## src/rtl/bcd2bin_seq.sv

```systemverilog
// Sequential BCD-to-binary converter using reverse double-dabble.
// One result bit is produced per clock under a START/VALID handshake.
// Malformed digits are flagged in a single cycle without shifting, and
// operands above 2^W-1 are flagged with OVF while BINARY keeps value mod 2^W.
module bcd2bin_seq #(
  parameter int W = 10
) (
  input  logic                          CLK,
  input  logic                          RST_N,
  input  logic                          START,
  input  logic [W+((W-4)/3)+1-1:0]      BCD,
  output logic                          BUSY,
  output logic                          VALID,
  output logic [W-1:0]                  BINARY,
  output logic                          ERR,
  output logic                          OVF
);

  localparam int BW = W + ((W - 4) / 3) + 1;  // packed BCD operand width
  localparam int NF = BW / 4;                 // nibbles that are complete digits
  localparam int NN = (BW + 3) / 4;           // nibbles including a partial top one
  localparam int PW = 4 * NN;                 // zero-padded shift register width
  localparam int CW = $clog2(W + 1);

  typedef enum logic [1:0] {IDLE, SHIFT, DONE} state_t;

  state_t          state, state_nxt;
  logic [PW-1:0]   b;
  logic [W-1:0]    r;
  logic [CW-1:0]   cnt;
  logic            err_n;

  logic [PW-1:0]   bcd_pad;
  logic            bcd_bad;
  logic [PW+W-1:0] cat_sh;
  logic [PW-1:0]   b_nxt;
  logic [W-1:0]    r_nxt;
  logic            last_shift;

  // Any complete digit above 9; the partial top nibble cannot exceed 9.
  function automatic logic digit_err(input logic [PW-1:0] x);
    logic bad;
    bad = 1'b0;
    for (int i = 0; i < NF; i++) begin
      if (x[4*i +: 4] > 4'd9) bad = 1'b1;
    end
    return bad;
  endfunction

  // Reverse double-dabble correction: every nibble >= 8 loses 3.
  function automatic logic [PW-1:0] dabble_adjust(input logic [PW-1:0] x);
    logic [PW-1:0] y;
    y = x;
    for (int i = 0; i < NN; i++) begin
      if (x[4*i +: 4] >= 4'd8) y[4*i +: 4] = x[4*i +: 4] - 4'd3;
    end
    return y;
  endfunction

  // Operand padding, digit check and one shift-and-correct step.
  always_comb begin
    bcd_pad    = PW'(BCD);
    bcd_bad    = digit_err(bcd_pad);
    cat_sh     = {b, r} >> 1;
    b_nxt      = dabble_adjust(cat_sh[PW+W-1:W]);
    r_nxt      = cat_sh[W-1:0];
    last_shift = (cnt == CW'(W - 1));
  end

  // State register.
  always_ff @(posedge CLK or negedge RST_N) begin
    if (!RST_N) state <= IDLE;
    else        state <= state_nxt;
  end

  // Next-state logic: invalid operands skip straight to DONE.
  always_comb begin
    state_nxt = state;
    case (state)
      IDLE:    if (START) state_nxt = bcd_bad ? DONE : SHIFT;
      SHIFT:   if (last_shift) state_nxt = DONE;
      DONE:    state_nxt = IDLE;
      default: state_nxt = IDLE;
    endcase
  end

  // Working registers: capture on accepted START, shift once per SHIFT cycle.
  always_ff @(posedge CLK or negedge RST_N) begin
    if (!RST_N) begin
      b     <= '0;
      r     <= '0;
      cnt   <= '0;
      err_n <= 1'b0;
    end else begin
      case (state)
        IDLE: if (START) begin
          b     <= bcd_pad;
          r     <= '0;
          cnt   <= '0;
          err_n <= bcd_bad;
        end
        SHIFT: begin
          b   <= b_nxt;
          r   <= r_nxt;
          cnt <= cnt + CW'(1);
        end
        default: ;
      endcase
    end
  end

  // Registered outputs: results change only on the edge that raises VALID;
  // BUSY covers everything from acceptance through the VALID cycle.
  always_ff @(posedge CLK or negedge RST_N) begin
    if (!RST_N) begin
      BUSY   <= 1'b0;
      VALID  <= 1'b0;
      BINARY <= '0;
      ERR    <= 1'b0;
      OVF    <= 1'b0;
    end else begin
      BUSY  <= (state != IDLE) || START;
      VALID <= (state == DONE);
      if (state == DONE) begin
        BINARY <= err_n ? '0 : r;
        OVF    <= err_n ? 1'b0 : (b != '0);
        ERR    <= err_n;
      end
    end
  end

endmodule

```

## config.mk

```make
export PLATFORM = sky130hd
export DESIGN_NAME = bcd2bin_seq
export DESIGN_NICKNAME = d
export VERILOG_FILES = /design/src/rtl/bcd2bin_seq.sv
export SDC_FILE = /design/constraint.sdc
export NUM_CORES = 1
export LEC_CHECK = 0
export ABC_AREA = 1
export CAP_MARGIN = 20
export CORE_ASPECT_RATIO = 0.7
export CORE_MARGIN = 1.5
export CORE_UTILIZATION = 50
export DETAILED_ROUTE_END_ITERATION = 7
export HOLD_SLACK_MARGIN = 0.05
export PLACE_DENSITY = 0.73
export SLEW_MARGIN = 20
export SYNTH_ARGS = -nofsm -noshare
export SYNTH_HDL_FRONTEND = slang
export SYNTH_SLANG_ARGS = --single-unit
```

## constraint.sdc

```tcl
create_clock -name CLK -period 2.4 [get_ports CLK]
set_clock_uncertainty 0.2 [all_clocks]
set_input_delay 0.48 -clock CLK [delete_from_list [all_inputs] [get_ports CLK]]
set_output_delay 0.48 -clock CLK [all_outputs]
set_load 0.1 [all_outputs]
```

# == Word level (Yosys, flattened, before mapping) ==
# Index checks and enable logic that the tools add are counted.
# classes
muxes,19
magnitude_cmp,7
n_reduce_logical,8
eq_ne,5
addsub,5
# ops
operator,n
$pmux W16 S2,1
$mux W10,2
$mux W4,5
$pmux W10 S2,1
$mux W16,1
$reduce_bool A16 Y1,1
$ge A4 B4 Y1 const B,3
$gt A4 B4 Y1 const B,3
$sub A4 B2 Y4 const B,3
$pmux W4 S2,1
$mux W2,3
$reduce_and A2 Y1,3
$add A4 B1 Y4 const B,1
$eq A4 B4 Y1 const B,1
$ge A3 B4 Y1 const B,1
$mux W1,4
$ne A2 B2 Y1 const B,2
$pmux W2 S2,1
$reduce_bool A2 Y1,2
$sub A3 B2 Y4 const B,1
$eq A2 B1 Y1 const B,1
$eq A2 B2 Y1 const B,1
$logic_not A2 Y1,1
$logic_or A1 B1 Y1,1
# word_totals
input_bits,16
reg_bits,47

# == Depth between registers and ports, before layout ==
# logic_depth
ltp_word,7
mapped_depth,7
mapped_depth_nobuf,7

# == Worst setup path before layout ==
# No wires, ideal clock.
# synth_timing
path_type,register -> output
from,reg ERR
to,out ERR
stages_incl_launch_ff,1
slack_ns,0.822
t_required_ns,1.720
arrival_time_ns,0.898
cell_sequence,dfrtp_1
# synth_lines
element,line_no,rtl
from (decl),15,"output logic ERR,"
from (signal assigned),127,ERR <= err_n;
# No word-level cell between the ends.

# == Final worst setup path ==
# layout_timing
from,reg state[0]
to,reg b[4]
# layout_via
elab_chain_cells,3
word_cells_on_any_way,6
classes_between,eq/ne: 2; mux: 1; reduce/logical: 3
# layout_rtl
element,line_no,rtl
from (decl),27,"state_t state, state_nxt;"
from (signal assigned),73,else state <= state_nxt;
$eq A2 B1 Y1 / $logic_not A2 Y1 (equally long branches),95,case (state)
$reduce_bool A2 Y1 (no line) / $ne A2 B2 Y1 (equally long branches),--,
$reduce_and A2 Y1 (no line),--,
to (signal assigned),97,b <= bcd_pad;
to (signal assigned),103,b <= b_nxt;
to (decl),28,logic [PW-1:0] b;
# Several ways; a longest one is shown, not always the timed one.
# A chain may end at the register's enable or synchronous reset.

==> key figures <==
Route
  – Routed vias: 1751
  – DR pass1 iterations: 4
  – Metal2 WL: ~2.0 mm
  – Vias per cell: roughly 5.1
  – Drt total wl: 4.64 mm
  – DR WL met3: around 190 µm
  – DRC: 0
  – Drt wl/cell: 13.4 µm
  – DRT met1 WL: about 2.4 mm
  – DR iter-0 viols: 88
  – Routed Antenna Nets: 0
  – Top sig layer: met4

Job
  – Max cap viols: 0

STA
  – Worst slew pin tran: ~0.66 ns
  – Final Setup Violations: 0
  – Max-slew violation count: 0
  – Part of the cycle the worst path needs: 79.8%
  – Final worst path period need: approximately 1.9 ns
  – Peak Freq: ~0.52 GHz
  – Relative slew slack: 56.2%
  – Total negative slack: 0 ns
  – RSZ-0062 raised after global routing: no
  – Final Hold Vio Count: 0

Clocking
  – Gates resized, CTS repair: 0
  – Clk pin slew, worst setup/hold paths: around 0.090 ns
  – CTS max path bufs: 2
  – TritonCTS clock tree: done
  – H-tree Lvls: 2
  – Root Buffer: clkbuf_8
  – Clk_lat worst skew: between 0.2 and 0.3 ns
  – Clock Sinks: 44
  – Cts bufs inserted: 5
  – Post-CTS Hold Buffers: 1
  – Setup bufs post-CTS: 0

Worst setup path
  – Crit path DAT: roughly 1.9 ns
  – Critical path peak fanout: 15
  – Critical Path RT: approximately 2.4 ns
  – FF-to-FF Start: state[0]
  – Critical Path Start: state[0]
  – Critical path endpoint category: flip-flop
  – Startpoint types: flip-flop
  – Crit Path Category: reg -> reg

Floorplan
  – Die height: a little under 60 µm
  – Core box area: about 4300 µm²
  – I/O pin count: 30
  – Initial Util: about half
  – Die width: approximately 83 µm
  – DIE AREA: around 5000 µm²
  – # rows: 20

Pwr
  – Pwr Density: between 1000 and 1500 nW/µm²
  – Cell leakage power: 0.00128 µW
  – Pwr Total: around 3100 µW
  – Max IR drop VDD: just under 900 µV

Placed design
  – PortBufs: 29
  – Final HPWL DP: 3.32 mm
  – DP Area: 2540 µm²
  – GPL Wtd Cong: between 0.8 and 0.9

Layout
  – Design area: roughly 2700 µm²
  – Area grow syn2layout: 18.1%
  – Layout cells sized above 1: a little under a fifth
  – Antenna diodes: 0
  – Number of nets in the layout: 314

Yosys
  – Post-synth top cells: nand2_1, dfrtp_1, inv_1
  – Top post-synthesis cells by area: dfrtp_1, nand2_1, o22ai_2
  – Syn_area_per_cell: a little under 9 µm²
  – Async set-reset flop share out of synthesis: 100%
  – Post-synth top area cell: dfrtp_1
  – Yosys Warn Count: 0
  – Post-Synthesis Cells: 256
  – Post-Synthesis Cell Area: ~2300 µm²
  – Synthesized flop and latch total: 44
  – Post-synth EDFFs: 0
  – Synth cell types: 20
  – Count leader, synth: nand2_1
  – Synth top area share: roughly half
  – Register area share after synthesis: roughly half
  – Main synth FF type: dfrtp_1
  – Net Count, Synth: 280

Run status
  – Outcome: finished, final reports clean

Global route
  – Total track usage: between 20% and 30%
  – Initial antenna violation count: 0
  – Vias in the first global route: 1700
  – Grt total ovfl: 0
  – Largest net degree at the start of global routing: 19
  – First-pass GRT wire length: about 8.0 mm

Hold path
  – Hold Crit Class: reg -> reg
  – Hold_sp: BINARY[7]
==> metrics by stage <==
stage          hold slack, ns  setup slack, ns  utilization, %  cells
6_report                0.287            0.484            61.4    346
5_1_grt                 0.300            0.393            61.4    346
4_1_cts                 0.290            0.516            61.4    346
3_5_place_dp            0.212            0.399            58.7    337
3_3_place_gp            0.212            0.440            58.7    337
2_1_floorplan         -0.0156            0.822               -    256
==> kinds of logic after synthesis <==
logic type,Yosys count,synth area share (%)
simple gates,106,19.3
buf+inv,45,9.06
xor+xnor,1,0.389
flops,44,48.9
compound gates,52,17.9
fa+ha+maj,8,4.45
==> worst paths after layout <==
| kind | slack, ns | cells past startpoint | to |
|---|---|---|---|
| max in group asynchronous | 1.01 | 3 | r[8] |
| min reg2reg | 0.29 | 2 | BINARY[7] |
| min | 0.29 | 2 | BINARY[7] |
| min in group asynchronous | 0.43 | 2 | BINARY[4] |
| max reg2reg | 0.48 | 5 | b[4] |
| max | 0.48 | 5 | b[4] |
==> state kept, by name, summed over array words and instances (netlist names) <==
name / flops
BINARY: 10
BUSY: 1
ERR: 1
OVF: 1
VALID: 1
b: 13
cnt: 4
err_n: 1
r: 10
state: 2
==> worst max-delay path, cell delays in order (launching register included) <==
cell and delay (ns):
dfrtp_1 0.70, inv_2 0.21, nor2_4 0.34, nand3_1 0.16, o211ai_1 0.12, nand2_1 0.07
==> power by group <==
part	total [µW]	switching (µW)	internal [µW]	leakage, µW
Clock	564	254	309	0.0000552
Sequential	1150	212	934	0.000568
Combinational	1360	961	400	0.000661
Total	3070	1430	1640	0.00128
==> metal layers <==
metal	up-vias	track usage (%)
met3	2	4.87
met5	-	0
met1	836	30.0
li1	880	-
met4	0	5.48
met2	33	32.2
==> layout by cell type (no fill, tap or decap) <==
cell / n
o21ai_2: 10
nand2_1: 69
o22ai_2: 10
buf_2: 1
ha_1: 8
nand3_1: 11
o211ai_1: 6
clkinv_2: 1
dlygate4sd3_1: 1
inv_1: 33
clkdlybuf4s50_1: 14
clkbuf_1: 1
a21oi_1: 13
o21ai_0: 9
buf_4: 18
clkbuf_8: 5
nor2_4: 3
xnor2_1: 1
inv_4: 1
bufinv_16: 1
o21ai_4: 1
inv_2: 4
o22ai_1: 3
nor2_1: 23
dfrtp_1: 44
==> area by class of cell <==
class / count / area, µm²
well taps: 55 / 68.8
inverters: 38 / 145
fillers: 368 / 1670
flip-flops and latches: 44 / 1100
repair buffers: 34 / 290
clock inverters: 2 / 35.0
clock buffers: 6 / 72.6
multi-input cells: 167 / 946
(Power assumes the default switching activity.)
